<file path="config.mk">
export PLATFORM = sky130hd
export DESIGN_NAME = piso_tx_arbiter
export DESIGN_NICKNAME = d
export VERILOG_FILES = /design/src/rtl/piso_tx_arbiter.sv
export SDC_FILE = /design/constraint.sdc
export NUM_CORES = 1
export LEC_CHECK = 0
export ABC_AREA = 1
export BUFFER_PORTS_ARGS = -buffer_cell sky130_fd_sc_hd__buf_2
export CORE_ASPECT_RATIO = 1.5
export CORE_MARGIN = 5
export CORE_UTILIZATION = 46
export DETAILED_ROUTE_END_ITERATION = 16
export PLACE_DENSITY = 0.73
export REMOVE_ABC_BUFFERS = 1
export SLEW_MARGIN = 0
export SYNTH_ARGS = -nofsm -noshare
export SYNTH_HDL_FRONTEND = slang
export SYNTH_SLANG_ARGS = --single-unit
</file>
<file path="constraint.sdc">
create_clock -name clk -period 1.1 [get_ports clk]
set_input_delay 0.22 -clock clk [delete_from_list [all_inputs] [get_ports clk]]
set_output_delay 0.22 -clock clk [all_outputs]
set_load 0.02 [all_outputs]
</file>
<file path="src/rtl/piso_tx_arbiter.sv">
// Two-requester round-robin arbiter feeding a parallel-in/serial-out shifter.
// Each grant produces a LOAD cycle, WIDTH shift cycles and GAP_CYCLES idle cycles.
module piso_tx_arbiter #(
  parameter int WIDTH      = 4,
  parameter int GAP_CYCLES = 1
) (
  input  logic             clk,
  input  logic             reset_n,
  input  logic             req_a,
  input  logic [WIDTH-1:0] data_a,
  input  logic             req_b,
  input  logic [WIDTH-1:0] data_b,
  output logic             ack_a,
  output logic             ack_b,
  output logic             piso_load,
  output logic [WIDTH-1:0] piso_pin,
  output logic             tx_active,
  output logic             tx_src,
  output logic [3:0]       bit_cnt,
  output logic             done
);

  // Out-of-range gap settings are clamped so the 4-bit gap counter always terminates.
  localparam int         GAP_N    = (GAP_CYCLES < 1) ? 1 : ((GAP_CYCLES > 15) ? 15 : GAP_CYCLES);
  localparam logic [3:0] LAST_BIT = 4'(WIDTH - 1);
  localparam logic [3:0] GAP_LAST = 4'(GAP_N - 1);

  typedef enum logic [1:0] {
    IDLE  = 2'd0,
    LOAD  = 2'd1,
    SHIFT = 2'd2,
    GAP   = 2'd3
  } state_t;

  state_t           state, state_nx;
  logic [3:0]       gap_cnt, gap_cnt_nx;
  logic             last_b, last_b_nx;

  logic             ack_a_nx, ack_b_nx, load_nx, active_nx, done_nx, src_nx;
  logic [3:0]       bit_cnt_nx;
  logic [WIDTH-1:0] pin_nx;

  logic             grant_any;
  logic             win_b;

  // B wins when it is alone, or when both request and A was served last.
  assign grant_any = req_a | req_b;
  assign win_b     = req_b & (~req_a | ~last_b);

  always_comb begin
    state_nx   = state;
    gap_cnt_nx = gap_cnt;
    last_b_nx  = last_b;
    ack_a_nx   = 1'b0;
    ack_b_nx   = 1'b0;
    load_nx    = 1'b0;
    active_nx  = 1'b0;
    done_nx    = 1'b0;
    bit_cnt_nx = 4'd0;
    pin_nx     = piso_pin;
    src_nx     = tx_src;

    case (state)
      IDLE: begin
        if (grant_any) begin
          state_nx  = LOAD;
          load_nx   = 1'b1;
          ack_a_nx  = ~win_b;
          ack_b_nx  = win_b;
          pin_nx    = win_b ? data_b : data_a;
          src_nx    = win_b;
          last_b_nx = win_b;
        end
      end

      LOAD: begin
        state_nx   = SHIFT;
        active_nx  = 1'b1;
        bit_cnt_nx = 4'd0;
        done_nx    = (LAST_BIT == 4'd0);
      end

      SHIFT: begin
        if (bit_cnt == LAST_BIT) begin
          state_nx   = GAP;
          gap_cnt_nx = 4'd0;
        end else begin
          active_nx  = 1'b1;
          bit_cnt_nx = bit_cnt + 4'd1;
          done_nx    = ((bit_cnt + 4'd1) == LAST_BIT);
        end
      end

      GAP: begin
        if (gap_cnt == GAP_LAST) begin
          state_nx = IDLE;
        end else begin
          gap_cnt_nx = gap_cnt + 4'd1;
        end
      end

      default: state_nx = IDLE;
    endcase
  end

  // Every output is a register loaded with the value for the state being entered.
  always_ff @(posedge clk or negedge reset_n) begin
    if (!reset_n) begin
      state     <= IDLE;
      gap_cnt   <= 4'd0;
      last_b    <= 1'b1;
      ack_a     <= 1'b0;
      ack_b     <= 1'b0;
      piso_load <= 1'b0;
      piso_pin  <= '0;
      tx_active <= 1'b0;
      tx_src    <= 1'b0;
      bit_cnt   <= 4'd0;
      done      <= 1'b0;
    end else begin
      state     <= state_nx;
      gap_cnt   <= gap_cnt_nx;
      last_b    <= last_b_nx;
      ack_a     <= ack_a_nx;
      ack_b     <= ack_b_nx;
      piso_load <= load_nx;
      piso_pin  <= pin_nx;
      tx_active <= active_nx;
      tx_src    <= src_nx;
      bit_cnt   <= bit_cnt_nx;
      done      <= done_nx;
    end
  end

endmodule
</file>
==> summary.txt <==
Routing
  • Final WL: approximately 3000 um
  • Routed length per instance: approximately 15 um
  • Final routed DRC violation total: 0
  • Routed via count: between 1,000 and 1,500
  • DRT iter0 DRCs: 13
  • Final ANT Viol Nets: 0
  • Drt pass-1 iters: 4
  • DR vias/cell: 5.124

STA
  • Worst Skew: 8.969 ps
  • Hold Slack: 122.1 ps
  • Fmax: about 780 MHz
  • Final WS setup: -188.9 ps
  • Slew @ Worst Pin: approximately 450 ps
  • Min Clock Period, post-route: about 1300 ps
  • Final setup viols: 23
  • Hold Violations, Final: 0
  • RSZ-0062 raised after global routing: yes
  • Crit share post-route: 117.2%
  • Slew margin rel.: between 60 and 70%
  • Fin. max-slew vios: 0

Clock tree
  • Sink Count: 21
  • Clk_lat worst skew: 310 ps
  • Reg clk slew, reported paths: 120 ps
  • CTS tree: yes
  • Root Driver: clkbuf_4
  • H-tree depth: 1
  • CTS Buf Count: 3
  • Buffer depth of the longest clock path: 2

Die
  • Num ports: 26
  • Core box area: roughly 2300 sq um
  • Row cnt: 21
  • Initial Util: around half
  • Die H: between 60 and 70 um
  • Die width: just under 50 um
  • Die ar.: approximately 3400 sq um

Yosys
  • Synthesis Warnings: 0
  • Cell count after synthesis: ~120
  • Register area share after synthesis: 48.56%
  • Synth cell types: 20
  • Post-Syn Area: 1085 sq um
  • Syn_area_per_cell: approximately 8.9 sq um
  • Post-synthesis register bit count: 21

Placement
  • IO buf count: 25
  • Post-DP HPWL: 1763 um
  • GP Congestion: around 0.80

Critical path
  • Crit path launch type: register
  • Crit Path Max Fanout: 3
  • Critical Path End Type: primary output
  • Arrival @ worst endpoint: between 1000 and 1500 ps
  • Origin of the worst setup path: bit_cnt[1]
  • Required @ worst endpoint: between 800 and 900 ps
  • Reg-to-Reg Start: bit_cnt[1]
  • Critical path class: register to primary output
  • Critical R2R Capture: state[0]
  • R2R depth: 6
  • R2R Setup Slk: -180 ps

Hold path
  • Hold Startpoint: data_a[3]
  • Hold WC Path Type: primary input to register
  • Hold path cells: 3
  • WHS Endpoint: piso_pin[3]

Run status
  • Violated checks: setup timing
  • Status: finished, violations left

Final layout
  • Fraction of layout cells with a size suffix above 1: 58.99%
  • Final Net Count: 200
  • Most frequent cells in the layout: nand2_1, buf_6, dfrtp_1
  • N_diodes: 0
  • Syn-to-layout area delta: 64.94%
  • Util after Layout: just under 80%
  • Most common cell after layout, fill and taps aside: nand2_1
  • Fillers: around 160

Run
  • MaxCap Viol Count: 0

Global routing
  • Largest net degree at the start of global routing: 22
  • Initial antenna violation count: 0
  • Gr ovfl total: 0
  • GRT Total Usage: 15.43%
  • First-pass GRT wire length: roughly 4400 um
  • Number of global-route vias before repair: approximately 1,100

Power
  • Leakage: about 0.0009 uW
  • Pwr/cell area: ~2600 nW/um^2
  • Worst vdd ir: 1.852 mV
[stage by stage]
stage | instances | total power (uW) | TNS, ps | worst slack, ps | cell area [sq um]
2_1_floorplan | 122 | 2340 | -1289 | -161.6 | 1085
3_3_place_gp | 187 | 3028 | -1889 | -174.0 | 1366
3_5_place_dp | 187 | 3092 | -2752 | -268.8 | 1366
4_1_cts | 195 | 3817 | -1382 | -122.2 | 1551
5_1_grt | 201 | 4949 | -3419 | -219.9 | 1789
6_report | 201 | 4653 | -2186 | -188.9 | 1789
[critical path, cell delays in order (launching register included)]
cell and delay (ps):
dfrtp_1 470, buf_6 170, buf_6 130
[worst max path at each step]
stage | to | cells past startpoint
2_1_floorplan | gap_cnt[2] | 5
3_3_place_gp | gap_cnt[3] | 7
3_5_place_dp | gap_cnt[2] | 7
4_1_cts | state[0] | 6
5_1_grt | gap_cnt[3] | 7
6_report | bit_cnt[1] | 2
[timing repair]
item                                    CTS  global route
endpoints found under the setup margin   22            29
setup buffers                             3             6
hold buffers                              1             0
pin swaps                                 9            19
resized for setup                        38            46
endpoints found under the hold margin    20             0
[final cells by class]
cell class                 count  area [sq um]  share of cell area [%]
tap                           23         28.78                   1.608
clock inverter                 1         5.005                  0.2797
inverter                      12         55.05                   3.077
clock buffer                   3         22.52                   1.259
sequential                    21         529.3                   29.58
multi-input combinational     89         721.9                   40.35
timing repair buffer          52         426.7                   23.85
[cells by family after synthesis]
family,count (synthesis),share of synthesized area (%)
AOI/OAI and AO/OA,7,5.537
xor gates and xnor gates,2,1.615
adders and majority gates,9,10.38
DFF,21,48.56
buffers and inverters,12,4.153
and+or+nand+nor,71,29.76
[layer usage]
metal | GRT usage [%] | vias up | wire [um]
li1 | - | 505 | -
met1 | 16.09 | 485 | 998
met5 | 0 | - | 0
met3 | 2.581 | 12 | 122
met2 | 29.18 | 28 | 1726
met4 | 5.831 | 0 | 131
[power breakdown]
part / internal, uW / switching [uW] / total, uW / leakage (uW)
clock: 136 / 239 / 375 / 0.0000177
sequential: 1050 / 235 / 1290 / 0.000267
combinational: 1450 / 1540 / 2990 / 0.000601
total: 2640 / 2020 / 4650 / 0.000885
[synth_stat cells]
| library cell | n | area share, % |
|---|---|---|
| or2_2 | 1 | 0.58 |
| nand2_2 | 3 | 1.7 |
| nand4_1 | 5 | 2.9 |
| o21ai_4 | 1 | 1.5 |
| nand3_2 | 1 | 0.92 |
| nor2_2 | 1 | 0.58 |
| nand2_1 | 35 | 12 |
| ha_1 | 9 | 10 |
| dfrtp_1 | 20 | 46 |
| a21oi_1 | 1 | 0.46 |
| dfstp_2 | 1 | 2.4 |
| inv_1 | 10 | 3.5 |
| nand3_1 | 12 | 5.5 |
| nor2_4 | 1 | 1.0 |
| a21oi_2 | 1 | 0.81 |
| inv_2 | 2 | 0.69 |
| xnor2_1 | 2 | 1.6 |
| o21a_1 | 4 | 2.8 |
| and2_1 | 1 | 0.58 |
| nor2_1 | 11 | 3.8 |
[sequential cells by signal (all words and copies together), names as in the netlist]
signal	cells
gap_cnt	4
tx_src	1
state	2
piso_load	1
tx_active	1
done	1
piso_pin	4
ack_a	1
bit_cnt	4
ack_b	1
last_b	1
No activity file was read; power rests on OpenSTA's default activity.
